**src/rtl/stepper_step_generator_pkg.sv**
```systemverilog
// Shared definitions for the stepper step generator: profile states,
// default widths and the minimum step period.
package stepper_pkg;
   typedef enum logic [1:0] {IDLE, ACCEL, CRUISE, DECEL} state_e;

   localparam int DEFAULT_CNT_W = 16;
   localparam int DEFAULT_DIV_W = 20;
   localparam int MIN_PERIOD    = 2;
endpackage

```
**src/rtl/stepper_step_generator_if.sv**
```systemverilog
// Command handshake and step/status bundle between a motion master and the
// step generator.
interface stepper_step_generator_if
   import stepper_pkg::*;
#(
   parameter int CNT_W = DEFAULT_CNT_W,
   parameter int DIV_W = DEFAULT_DIV_W
);
   logic             cmd_valid;
   logic             cmd_ready;
   logic [CNT_W-1:0] cmd_steps;
   logic             cmd_dir;
   logic [DIV_W-1:0] cmd_period;
   logic             abort;
   logic             step_pulse;
   logic             step_dir;
   logic             busy;
   logic             done;
   logic [CNT_W-1:0] steps_left;

   modport master (
      output cmd_valid, cmd_steps, cmd_dir, cmd_period, abort,
      input  cmd_ready, step_pulse, step_dir, busy, done, steps_left
   );

   modport slave (
      input  cmd_valid, cmd_steps, cmd_dir, cmd_period, abort,
      output cmd_ready, step_pulse, step_dir, busy, done, steps_left
   );
endinterface

```
**src/rtl/stepper_step_generator_step_timer.sv**
```systemverilog
// Loadable down-counter; tick_o is high while the count sits at zero.
module step_timer #(
   parameter int W = 20
) (
   input  logic         clk_i,
   input  logic         rst_ni,
   input  logic         load_i,
   input  logic [W-1:0] load_val_i,
   input  logic         en_i,
   output logic         tick_o
);
   logic [W-1:0] cnt_q;

   always_ff @(posedge clk_i or negedge rst_ni) begin
      if (!rst_ni) begin
         cnt_q <= '0;
      end else if (load_i) begin
         cnt_q <= load_val_i;
      end else if (en_i && (cnt_q != '0)) begin
         cnt_q <= cnt_q - 1'b1;
      end
   end

   assign tick_o = (cnt_q == '0);
endmodule

```
**src/rtl/stepper_step_generator.sv**
```systemverilog
// Linear accelerate/cruise/decelerate step-pulse generator feeding the
// stepper phase sequencer; one pulse per step, abortable mid-move.
module stepper_step_generator
   import stepper_pkg::*;
#(
   parameter int CNT_W        = DEFAULT_CNT_W,
   parameter int DIV_W        = DEFAULT_DIV_W,
   parameter int START_PERIOD = 10,
   parameter int RAMP_DEC     = 2
) (
   input  logic                      clock_clk,
   input  logic                      reset_low,
   stepper_step_generator_if.slave   bus
);
   localparam int PW = DIV_W + 1;
   typedef logic [PW-1:0] per_t;

   localparam per_t START_W = per_t'(START_PERIOD);
   localparam per_t RAMP_W  = per_t'(RAMP_DEC);
   localparam per_t MIN_W   = per_t'(MIN_PERIOD);

   function automatic per_t pmax(input per_t a, input per_t b);
      return (a > b) ? a : b;
   endfunction

   function automatic per_t pmin(input per_t a, input per_t b);
      return (a < b) ? a : b;
   endfunction

   state_e           state_q, state_d;
   logic [CNT_W-1:0] steps_left_q, steps_left_d;
   logic [CNT_W-1:0] ramp_q, ramp_d;
   per_t             cruise_q, cruise_d;
   per_t             start_q, start_d;
   per_t             cur_q, cur_d;
   logic             dir_q, dir_d;
   logic             done_q, done_d;

   logic             accept;
   logic             tmr_load, tmr_tick;
   logic [DIV_W-1:0] tmr_val;
   per_t             cruise_w, start_w, up_w, dn_w, next_w;
   logic [CNT_W-1:0] sl_dec, ramp_dn;

   step_timer #(.W(DIV_W)) u_timer (
      .clk_i      (clock_clk),
      .rst_ni     (reset_low),
      .load_i     (tmr_load),
      .load_val_i (tmr_val),
      .en_i       (state_q != IDLE),
      .tick_o     (tmr_tick)
   );

   assign bus.cmd_ready  = reset_low && (state_q == IDLE) && !bus.abort;
   assign accept         = bus.cmd_valid && bus.cmd_ready;
   assign bus.step_pulse = tmr_tick && (state_q != IDLE) && !bus.abort;
   assign bus.busy       = (state_q != IDLE);
   assign bus.step_dir   = dir_q;
   assign bus.done       = done_q;
   assign bus.steps_left = steps_left_q;

   always_ff @(posedge clock_clk or negedge reset_low) begin
      if (!reset_low) begin
         state_q      <= IDLE;
         steps_left_q <= '0;
         ramp_q       <= '0;
         cruise_q     <= '0;
         start_q      <= '0;
         cur_q        <= '0;
         dir_q        <= 1'b0;
         done_q       <= 1'b0;
      end else begin
         state_q      <= state_d;
         steps_left_q <= steps_left_d;
         ramp_q       <= ramp_d;
         cruise_q     <= cruise_d;
         start_q      <= start_d;
         cur_q        <= cur_d;
         dir_q        <= dir_d;
         done_q       <= done_d;
      end
   end

   always_comb begin
      state_d      = state_q;
      steps_left_d = steps_left_q;
      ramp_d       = ramp_q;
      cruise_d     = cruise_q;
      start_d      = start_q;
      cur_d        = cur_q;
      dir_d        = dir_q;
      done_d       = 1'b0;
      tmr_load     = 1'b0;
      tmr_val      = '0;
      cruise_w     = pmax(per_t'(bus.cmd_period), MIN_W);
      start_w      = pmax(START_W, cruise_w);
      sl_dec       = steps_left_q - 1'b1;
      ramp_dn      = (ramp_q == '0) ? '0 : ramp_q - 1'b1;
      up_w         = pmin(cur_q + RAMP_W, start_q);
      // Compare before subtracting so the period never wraps below cruise.
      dn_w         = (cur_q > cruise_q + RAMP_W) ? cur_q - RAMP_W : cruise_q;
      next_w       = cur_q;

      if (state_q == IDLE) begin
         if (accept) begin
            dir_d        = bus.cmd_dir;
            steps_left_d = bus.cmd_steps;
            cruise_d     = cruise_w;
            start_d      = start_w;
            cur_d        = start_w;
            ramp_d       = '0;
            tmr_load     = 1'b1;
            tmr_val      = DIV_W'(start_w - per_t'(1));
            if (bus.cmd_steps == '0) done_d = 1'b1;
            else                     state_d = ACCEL;
         end
      end else if (bus.abort) begin
         state_d = IDLE;
         done_d  = 1'b1;
      end else if (tmr_tick) begin
         steps_left_d = sl_dec;
         if (sl_dec == '0) begin
            state_d = IDLE;
            done_d  = 1'b1;
         end else if ((sl_dec <= ramp_q) && (state_q != DECEL)) begin
            state_d = DECEL;
            next_w  = up_w;
            ramp_d  = ramp_dn;
         end else begin
            case (state_q)
               ACCEL: begin
                  next_w = dn_w;
                  if (dn_w < cur_q)     ramp_d  = ramp_q + 1'b1;
                  if (dn_w == cruise_q) state_d = CRUISE;
               end
               DECEL: begin
                  next_w = up_w;
                  ramp_d = ramp_dn;
               end
               default: next_w = cur_q;
            endcase
         end
         cur_d    = next_w;
         tmr_load = 1'b1;
         tmr_val  = DIV_W'(next_w - per_t'(1));
      end
   end
endmodule

```
**src/flat_wrapper.sv**
```systemverilog
// flat-port wrapper written by rule: the top's interface ports become plain ports
module stepper_step_generator_flat import stepper_pkg::*;
#(
   parameter int CNT_W        = DEFAULT_CNT_W,
   parameter int DIV_W        = DEFAULT_DIV_W,
   parameter int START_PERIOD = 10,
   parameter int RAMP_DEC     = 2
)
  (clock_clk, reset_low, bus_cmd_valid, bus_cmd_steps, bus_cmd_dir, bus_cmd_period, bus_abort, bus_cmd_ready, bus_step_pulse, bus_step_dir, bus_busy, bus_done, bus_steps_left);
  stepper_step_generator_if #(.CNT_W(CNT_W), .DIV_W(DIV_W)) bus_i ();
  input  logic clock_clk;
  input  logic reset_low;
  input wire logic [$bits(bus_i.cmd_valid)-1:0] bus_cmd_valid;
  input wire logic [$bits(bus_i.cmd_steps)-1:0] bus_cmd_steps;
  input wire logic [$bits(bus_i.cmd_dir)-1:0] bus_cmd_dir;
  input wire logic [$bits(bus_i.cmd_period)-1:0] bus_cmd_period;
  input wire logic [$bits(bus_i.abort)-1:0] bus_abort;
  output wire logic [$bits(bus_i.cmd_ready)-1:0] bus_cmd_ready;
  output wire logic [$bits(bus_i.step_pulse)-1:0] bus_step_pulse;
  output wire logic [$bits(bus_i.step_dir)-1:0] bus_step_dir;
  output wire logic [$bits(bus_i.busy)-1:0] bus_busy;
  output wire logic [$bits(bus_i.done)-1:0] bus_done;
  output wire logic [$bits(bus_i.steps_left)-1:0] bus_steps_left;
  assign bus_i.cmd_valid = bus_cmd_valid;
  assign bus_i.cmd_steps = bus_cmd_steps;
  assign bus_i.cmd_dir = bus_cmd_dir;
  assign bus_i.cmd_period = bus_cmd_period;
  assign bus_i.abort = bus_abort;
  assign bus_cmd_ready = bus_i.cmd_ready;
  assign bus_step_pulse = bus_i.step_pulse;
  assign bus_step_dir = bus_i.step_dir;
  assign bus_busy = bus_i.busy;
  assign bus_done = bus_i.done;
  assign bus_steps_left = bus_i.steps_left;
  stepper_step_generator #(.CNT_W(CNT_W), .DIV_W(DIV_W), .START_PERIOD(START_PERIOD), .RAMP_DEC(RAMP_DEC)) u_core (.clock_clk(clock_clk), .reset_low(reset_low), .bus(bus_i));
endmodule
```
**config.mk**
```make
export PLATFORM = sky130hd
export DESIGN_NAME = stepper_step_generator_flat
export DESIGN_NICKNAME = d
export VERILOG_FILES = /design/src/rtl/stepper_step_generator_pkg.sv /design/src/rtl/stepper_step_generator_if.sv /design/src/rtl/stepper_step_generator_step_timer.sv /design/src/rtl/stepper_step_generator.sv /design/src/flat_wrapper.sv
export SDC_FILE = /design/constraint.sdc
export NUM_CORES = 1
export LEC_CHECK = 0
export ABC_AREA = 1
export CAP_MARGIN = 30
export CORE_MARGIN = 2
export CORE_UTILIZATION = 49
export CTS_CLUSTER_SIZE = 12
export DETAILED_ROUTE_END_ITERATION = 8
export PLACE_DENSITY = 0.67
export SLEW_MARGIN = 40
export SYNTH_ARGS = -nofsm -noshare
export SYNTH_HDL_FRONTEND = slang
export SYNTH_SLANG_ARGS = --single-unit
```
**constraint.sdc**
```tcl
create_clock -name clock_clk -period 6.1 [get_ports clock_clk]
set_input_delay 1.83 -clock clock_clk [delete_from_list [all_inputs] [get_ports clock_clk]]
set_output_delay 1.83 -clock clock_clk [all_outputs]
set_load 0.02 [all_outputs]
```
==> flow_summary.yaml, run 1 <==
status:
  status: "completed"
synth:
  synthFlopType: "dfrtp_1"
  async_flop_share: 1.000
  syn-cell-area_mm2: 0.01273
  seq_area_frac_synth: 0.2300
  synth_common_cells: "539 x nand2_1, 278 x inv_1, 204 x nor2_1"
  synth-seq-cells: 117
  synth_edf_count: 0
  synthCells: 2057
  avgSynthCellArea_um2: 6.189
  yosysMostFrequentCell: "nand2_1"
  synth_top_area_frac: 0.2300
  synth_cell_types: 52
  syn_nets: 2186
  yosys.area.top_type: "dfrtp_1"
  yosysWarnings: 0
  synthTopCellsByArea: "dfrtp_1 23%, nand2_1 16%, ha_1 8.6%"
cells_and_area:
  fin_nets: 2231
  syn2layout_area_growth_pct: 12.31
  nFillCells: 2548
  drive_above_1_share: 0.06433
  multi_input_area_mm2: 0.008399
  seqCellArea_mm2: 0.002929
  diodes: 0
placement:
  hpwl_mm: 34.70
  place_congestion: 0.9664
  io_buffers: 61
global_route:
  grt_pass1_vias: 13050
  grt_pass1_wl_mm: 70.41
  antenna_found_initial: 3
  track_usage: 0.3368
  grt_max_degree: 66
  gr-total-overflow: 0
timing:
  hold_viol_final: 0
  tns_ns: 0
  fin_crit_ns: 5.486
  slew_violations: 0
  max_freq_mhz: 182.3
  hold_ws_ns: 0.4971
  max_slew_margin: 0.5142
  setup_viol: 0
  worstMarginPinSlew_ns: 0.7221
  fin_skew_ns: 0.01151
  post-route-period-util: 0.8994
  rsz0062_at_grt: "false"
drt:
  drtPass1Iterations: 8
  num_vias: 14040
  wl_mm: 44.99
  met3_wirelength_mm: 3.871
  drc_errors: 0
  routed.top_layer: "met5"
  first_iter_violations: 1570
  wl_met2_mm: 20.10
  antenna_left: 0
  wl_met1_mm: 19.13
  routedWlPerCell_um: 18.41
  vias_per_cell: 5.746
cts:
  clock_path_buffers: 2
  clk_latency_ns: 0.44
  numClockSinks: 117
  cts_buffers: 17
  path_clk_slew_ns: 0.06
  cts_tree: "yes"
  cts_root_buf: "clkbuf_16"
  htree_levels: 4
floorplan:
  placementRows: 58
  dieHeight_um: 165.2
  io_pins: 62
  initial_utilization: 0.5027
  die_w_um: 165.2
  die_area_mm2: 0.02729
  core_area_mm2: 0.02533
worst_setup_path:
  critPathSlowestCell: "dfrtp_1"
  cp_max_fo: 19
  crit_buf_inv: 4
  r2r-end: "u_core.ramp_q[0]$_DFFE_PN0P_"
  cp_common_cell: "nand2_1"
  worstPathArrival_ns: 5.85
  rr_worst_depth: 34
  worst_path_largest_cell_delay_ns: 0.43
  crit_type: "register to register"
  worst_setup_path_end_kind: "register"
  startpoint_type: "register"
  r2r_slack_ns: 0.61
  rr_startpoint: "u_core.cruise_q[3]$_DFFE_PN0P_"
  crit_family: "simple AND/OR/NAND/NOR gates"
  crit_required_ns: 6.46
hold_path:
  min_from: "u_core.bus.step_dir$_DFFE_PN0P_"
  hold_path_depth: 2
  whs_endpoint: "u_core.bus.step_dir$_DFFE_PN0P_"
  hp-class: "register to register"
flow_run:
  drv_cap: 0
## flip-flops by register name, summed over array words and instances, names as in the netlist
name                   flops
u_core.cruise_q           20
u_core.bus.step_dir        1
u_core.bus.steps_left     16
u_core.state_q             2
u_core.cur_q              21
u_core.u_timer.cnt_q      20
u_core.bus.done            1
u_core.start_q            20
u_core.ramp_q             16
## layout by cell type, fill, tap and decap left out, types with 4 or more instances in the layout
cell type        instances
a211oi_1                 7
a21oi_1                 72
a31oi_1                  7
and2_1                   5
buf_4                   28
clkbuf_16               17
clkdlybuf4s50_1         60
clkinv_1                 6
clkinvlp_4               6
dfrtp_1                116
ha_1                    88
inv_1                  276
inv_2                   14
nand2_1                537
nand2_2                 15
nand2_4                  6
nand3_1                186
nand3_2                  8
nand4_1                 42
nor2_1                 203
nor2_2                  10
nor2_4                  11
nor3_1                  27
nor4_1                  13
o211ai_1                 7
o21a_1                   4
o21ai_0                183
o21ai_1                 17
o21bai_1                 4
o22ai_1                 20
o31ai_1                  6
xnor2_1                  7
xor2_1                  64
## cells by family after synthesis
logic type	share of synthesized area
simple gates	0.3758
compound gates	0.1451
flops	0.2300
xor+xnor	0.04885
buf+inv	0.1130
fa+ha+maj	0.08649
mux	0.0007863
## area by class of cell
cell class	count	share of cell area
Tap cell	330	0.02888
Inverter	297	0.07823
Sequential cell	117	0.2048
Timing Repair Buffer	91	0.05968
Multi-Input combinational cell	1577	0.5874
Clock inverter	8	0.007000
Timing Repair inverter	1	0.0005250
Clock buffer	23	0.03343
## routing by layer
metal | vias up | track usage
met5 | - | 0
met4 | 2 | 0.1324
met3 | 125 | 0.06444
met2 | 648 | 0.5441
met1 | 6458 | 0.4444
li1 | 6810 | -
## how the worst max path moves through the flow
stage                              startpoint                       endpoint  slack [ns]  depth (start not counted)
3_5_place_dp   u_core.cruise_q[2]$_DFFE_PN0P_   u_core.ramp_q[0]$_DFFE_PN0P_        0.26                         30
3_3_place_gp   u_core.cruise_q[1]$_DFFE_PN0P_   u_core.ramp_q[0]$_DFFE_PN0P_        0.46                         34
6_report       u_core.cruise_q[3]$_DFFE_PN0P_   u_core.ramp_q[0]$_DFFE_PN0P_        0.61                         34
2_1_floorplan  u_core.cruise_q[2]$_DFFE_PN0P_  u_core.ramp_q[12]$_DFFE_PN0P_        0.91                         31
4_1_cts        u_core.cruise_q[2]$_DFFE_PN0P_   u_core.ramp_q[0]$_DFFE_PN0P_        0.24                         34
5_1_grt        u_core.cruise_q[1]$_DFFE_PN0P_   u_core.ramp_q[0]$_DFFE_PN0P_        0.02                         33
## metrics by stage
stage	setup WS, ns	instance area, um2	util	std cells
4_1_cts	0.2402	14220	0.5616	2440
3_3_place_gp	0.4616	13640	0.5386	2409
3_5_place_dp	0.2646	13640	0.5387	2409
6_report	0.6138	14300	0.5646	2444
5_1_grt	0.02089	14300	0.5646	2444
2_1_floorplan	0.9078	12730	-	2057
## timing repair
| item | 4_1_cts | 5_1_grt |
|---|---|---|
| gates resized for setup | 0 | 11 |
| buffers inserted | 0 | 2 |
| setup endpoints to repair | 0 | 17 |
| hold buffers | 0 | 0 |
## worst reg2reg max path, delay by kind of cell, from the launching register on
family / cells / cell delay, ns
and+or+nand+nor: 21 / 2.80
xor gates and xnor gates: 1 / 0.14
DFF: 1 / 0.43
AOI/OAI and AO/OA: 6 / 0.94
adders and majority gates: 2 / 0.58
buffers and inverters: 4 / 0.53
Power of run 1 is not shown: default switching activity piles up to over one toggle a cycle in this logic, so the estimate is an artifact.
==> run 2: changes to the inputs <==
- clock period: 6.1 -> 5.15 ns (I/O delays scaled with it)
==> run 2 against run 1 <==
Against the previous run: register-to-register slack lost 0.49 ns; via count grew 2.4%; critical path depth grew 2; sequential share of layout area shrank 1.3 points; final area grew 6.8%; routed wire length grew 3.6%; clock skew shrank 0.00057 ns; clock-buffer cell count is the same; final cell count grew 3.5%; largest cell class unchanged.
==> flow_summary.yaml, run 2 (synthesized netlist as in run 1, its figures left out) <==
placement:
  io_buffers: 61
  place_congestion: 0.9962
  dp_cells: 2483
  hpwl_mm: 36.24
drt:
  routedWlPerCell_um: 18.43
  vias_per_cell: 5.687
  drc_errors: 0
  antenna_left: 0
  num_vias: 14380
  drtPass1Iterations: 6
  first_iter_violations: 1383
  wl_mm: 46.61
cts:
  cts_hold_buf: 0
  cts_root_buf: "clkbuf_16"
  clock_path_buffers: 2
  path_clk_slew_ns: 0.06
  cts_buffers: 17
  clk_latency_ns: 0.43
  cts_tree: "yes"
  htree_levels: 4
  numClockSinks: 117
cells_and_area:
  layout_commonest_cell: "nand2_1"
  largest_register_ffs: 21
  drive_above_1_share: 0.1241
  fin_cells: 2529
  fin_nets: 2316
  diodes: 0
  largest-register: "u_core.cur_q"
  layout_common_cells: "526 x nand2_1, 271 x inv_1, 195 x nor2_1"
  syn2layout_area_growth_pct: 19.96
global_route:
  grt_pass1_wl_mm: 72.98
  grt_max_degree: 66
  grt_util_met3: 0.05794
  busiest_layer: "met2"
  gr-total-overflow: 0
  grt_use_met1: 0.4414
  track_usage: 0.3476
  grt_pass1_vias: 13590
  antenna_found_initial: 2
  met2_usage: 0.5860
worst_setup_path:
  crit_required_ns: 5.46
  worstPathArrival_ns: 5.33
  cp_common_cell: "nand3_2"
  startpoint_type: "register"
  worst_path_largest_cell_delay_ns: 0.42
  crit_type: "register to register"
  worst_setup_path_end_kind: "register"
  crit_buf_inv: 7
  crit_family: "simple AND/OR/NAND/NOR gates"
  cp_max_fo: 8
  critPathSlowestCell: "dfrtp_1"
timing:
  slew_violations: 0
  hold_viol_final: 0
  fin_skew_ns: 0.01095
  rsz0062_at_grt: "true"
  max_slew_margin: 0.4987
  max_freq_mhz: 199.0
  fin_crit_ns: 5.025
  post-route-period-util: 0.9758
  setup_viol: 0
  worstMarginPinSlew_ns: 0.7451
floorplan:
  placementRows: 58
  die_w_um: 165.2
  initial_utilization: 0.5027
  io_pins: 62
  die_area_mm2: 0.02729
  dieHeight_um: 165.2
  core_area_mm2: 0.02533
hold_path:
  hp-class: "register to register"
status:
  status: "completed"
flow_run:
  drv_cap: 0
-- run 2: changes by cell type in the layout (fill, tap and decap cells not counted), moves of 8 or more --
| cell | change |
|---|---|
| nor2_1 | -8 |
| o21ai_1 | +12 |
| nand3_2 | +11 |
| nand2_1 | -11 |
| nand2_2 | +10 |
| nand3_1 | -12 |
| o21ai_0 | -13 |
| buf_4 | +80 |
-- run 2: cell type report --
cell class | count | area [um2]
inverter | 297 | 1117
clock inverter | 8 | 122.6
sequential | 117 | 2928
timing repair buffer | 177 | 1521
clock buffer | 23 | 488.0
fill | 2445 | 10050
multi-input combinational | 1577 | 8682
tap | 330 | 412.9
-- run 2: path summary, 6_finish.rpt --
kind                                                       from                               to  slack, ns  cells past startpoint
worst max-delay path             u_core.cruise_q[1]$_DFFE_PN0P_    u_core.ramp_q[11]$_DFFE_PN0P_       0.12                     36
worst min-delay path            u_core.bus.step_dir$_DFFE_PN0P_  u_core.bus.step_dir$_DFFE_PN0P_       0.49                      2
worst max register to register   u_core.cruise_q[1]$_DFFE_PN0P_    u_core.ramp_q[11]$_DFFE_PN0P_       0.12                     36
worst min register to register  u_core.bus.step_dir$_DFFE_PN0P_  u_core.bus.step_dir$_DFFE_PN0P_       0.49                      2
max in group asynchronous                             reset_low     u_core.cur_q[15]$_DFFE_PN0P_       2.75                      3
min in group asynchronous                             reset_low     u_core.ramp_q[5]$_DFFE_PN0P_       1.30                      2
-- run 2: worst register-to-register path: cells and delay by family (launching register included) --
| kind | cells | cell delay [ns] |
|---|---|---|
| adders and majority gates | 3 | 0.78 |
| buffers and inverters | 7 | 0.74 |
| AOI/OAI and AO/OA | 1 | 0.08 |
| xor gates and xnor gates | 1 | 0.16 |
| and+or+nand+nor | 24 | 2.72 |
| DFF | 1 | 0.42 |
-- run 2: per-layer routing --
layer	vias up	wire length [um]
met5	-	0
met4	0	2147
met3	127	3730
met2	629	21420
met1	6639	19320
li1	6987	-
-- run 2: timing repair --
action	in CTS	in global routing
buffers inserted	1	14
pin swaps	2	32
resized for setup	9	80
cloned	0	0
endpoints found under the setup margin	16	36
-- run 2: metrics by stage --
step                cell area (um2)  utilization  hold slack, ns  setup TNS [ns]  setup slack (ns)
finish                        15270       0.6030          0.4876               0            0.1247
global route                  15270       0.6030          0.5469          -3.347           -0.2198
CTS                           14870       0.5870          0.4919               0          0.003000
detailed placement            14220       0.5614          0.4697          -3.379           -0.2606
global placement              14210       0.5612          0.4643          -1.690           -0.1625
floorplan                     12740            -          0.4648               0           0.07762
Power of run 2 is left out for the same reason.
==> run 3: changes to the inputs <==
--- a/config.mk
+++ b/config.mk
@@ -9,8 +9,8 @@
 export CAP_MARGIN = 30
 export CORE_MARGIN = 2
-export CORE_UTILIZATION = 49
+export CORE_UTILIZATION = 63
 export CTS_CLUSTER_SIZE = 12
 export DETAILED_ROUTE_END_ITERATION = 8
-export PLACE_DENSITY = 0.67
+export PLACE_DENSITY = 0.83
 export SLEW_MARGIN = 40
 export SYNTH_ARGS = -nofsm -noshare
==> constraint.sdc (replaced) <==
create_clock -name clock_clk -period 5.15 [get_ports clock_clk]
set_input_delay 1.545 -clock clock_clk [delete_from_list [all_inputs] [get_ports clock_clk]]
set_output_delay 1.545 -clock clock_clk [all_outputs]
set_load 0.01 [all_outputs]
==> run 3 against run 2 <==
Against the previous run: hold slack gained 0.020 ns; setup slack lost 0.099 ns; via count grew 3.7%; sequential cell count is the same.
==> flow_summary.yaml, run 3 (synthesized netlist as in run 1, its figures left out) <==
cells_and_area:
  largest-register: "u_core.cur_q"
  fin_cells: 2457
  drive_above_1_share: 0.1305
  diodes: 0
  largest_register_ffs: 21
  syn2layout_area_growth_pct: 20.13
  post-route-util: 0.7781
  layout_common_cells: "520 x nand2_1, 272 x inv_1, 194 x nor2_1"
  nFillCells: 1571
  layout_commonest_cell: "nand2_1"
  fin_nets: 2308
timing:
  slew_violations: 0
  max_slew_margin: 0.5073
  hold_viol_final: 0
  fin_skew_ns: 0.01240
  max_freq_mhz: 195.1
  worstMarginPinSlew_ns: 0.7390
  setup_viol: 0
  fin_crit_ns: 5.125
  post-route-period-util: 0.9951
  rsz0062_at_grt: "true"
  hold_ws_ns: 0.5077
  postLayoutSetupSlackWorst_ns: 0.02547
worst_setup_path:
  worst_setup_path_end_kind: "register"
  crit_type: "register to register"
  worst_path_largest_cell_delay_ns: 0.39
  r2r_slack_ns: 0.03
  rr_startpoint: "u_core.cruise_q[1]$_DFFE_PN0P_"
  crit_required_ns: 5.52
  startpoint_type: "register"
  r2r-end: "u_core.ramp_q[0]$_DFFE_PN0P_"
  rr_worst_depth: 34
  critPathSlowestCell: "dfrtp_1"
  cp_max_fo: 16
  cp_common_cell: "nand2_2"
  worstPathArrival_ns: 5.49
status:
  status: "completed"
cts:
  numClockSinks: 117
  htree_levels: 4
  clock_path_buffers: 2
  cts_root_buf: "clkbuf_16"
  cts_tree: "yes"
  clk_latency_ns: 0.44
  path_clk_slew_ns: 0.06
  cts_buffers: 17
hold_path:
  hold_path_depth: 2
  whs_endpoint: "u_core.u_timer.cnt_q[18]$_DFFE_PN0P_"
  hp-class: "register to register"
  min_from: "u_core.u_timer.cnt_q[18]$_DFFE_PN0P_"
drt:
  routedWlPerCell_um: 18.85
  drtPass1Iterations: 7
  num_vias: 14920
  antenna_left: 0
  vias_per_cell: 6.072
  wl_mm: 46.32
  first_iter_violations: 1696
  drc_errors: 0
placement:
  place_ws_ns: -0.2197
  dp_cells: 2412
  place_congestion: 0.9645
  hpwl_mm: 34.49
  io_buffers: 61
floorplan:
  placementRows: 51
  die_area_mm2: 0.02136
  dieHeight_um: 146.2
  io_pins: 62
  die_w_um: 146.2
  initial_utilization: 0.6478
  core_area_mm2: 0.01965
global_route:
  grt_pass1_wl_mm: 71.26
  antenna_found_initial: 0
  grt_max_degree: 66
  track_usage: 0.4193
  grt_pass1_vias: 13810
  gr-total-overflow: 0
flow_run:
  drv_cap: 0
==> run 3: cell count changes in the layout (fill, tap and decap cells not counted), moves of 4 or more <==
| cell | previous run | this run |
|---|---|---|
| nand2_2 | 25 | 31 |
| nand2_1 | 526 | 520 |
| nand3_1 | 174 | 170 |
| buf_4 | 108 | 98 |
==> run 3: critical path: cells and delay by family, from the launching register on <==
| family | cells | cell delay [ns] |
|---|---|---|
| flip-flops | 1 | 0.39 |
| XOR/XNOR | 1 | 0.15 |
| buffers and inverters | 5 | 0.69 |
| AND/OR/NAND/NOR | 21 | 2.47 |
| adder cells (fa/ha/maj) | 2 | 0.54 |
| AO/OA/AOI/OAI | 5 | 0.79 |
==> run 3: timing repair <==
item,4_1_cts,5_1_grt
hold endpoints to repair,0,0
setup endpoints to repair,24,34
pin swaps,11,38
hold buffers,0,0
resized for setup,20,91
buffers inserted,5,7
cloned,0,2
==> run 3: stage by stage <==
step | setup TNS (ns) | area [um2]
final | 0 | 15290
after global routing | -6.833 | 15290
after CTS | 0 | 14860
after detailed placement | -2.223 | 14100
after global placement | 0 | 14100
after floorplan | 0 | 12740
==> run 3: final cells by class <==
cell class	count	area [um2]	area share
timing repair buffer	169	1514	0.09899
clock buffer	19	452.9	0.02962
multi-input combinational	1577	8750	0.5721
sequential	117	2928	0.1914
inverter	297	1122	0.07339
tap	265	331.6	0.02168
clock inverter	13	195.2	0.01276
==> run 3: routing by layer <==
metal / vias to the layer above / GRT usage / wire (um)
met3: 218 / 0.07375 / 5043
met1: 6764 / 0.5323 / 17370
met4: 0 / 0.2442 / 3006
li1: 6981 / - / -
met5: - / 0 / 0
met2: 956 / 0.6738 / 20890
==> run 3: how the worst max path moves through the flow <==
stage                                        start                       endpoint  slack, ns  cells past startpoint
global placement    u_core.cruise_q[2]$_DFFE_PN0P_   u_core.ramp_q[0]$_DFFE_PN0P_       0.01                     37
global route        u_core.cruise_q[1]$_DFFE_PN0P_  u_core.ramp_q[13]$_DFFE_PN0P_      -0.33                     34
CTS                 u_core.cruise_q[2]$_DFFE_PN0P_   u_core.ramp_q[0]$_DFFE_PN0P_      0.002                     34
detailed placement  u_core.cruise_q[2]$_DFFE_PN0P_   u_core.ramp_q[0]$_DFFE_PN0P_      -0.22                     35
floorplan           u_core.cruise_q[2]$_DFFE_PN0P_  u_core.ramp_q[12]$_DFFE_PN0P_       0.08                     31
finish              u_core.cruise_q[1]$_DFFE_PN0P_   u_core.ramp_q[0]$_DFFE_PN0P_       0.03                     34
Power of run 3 is left out for the same reason.
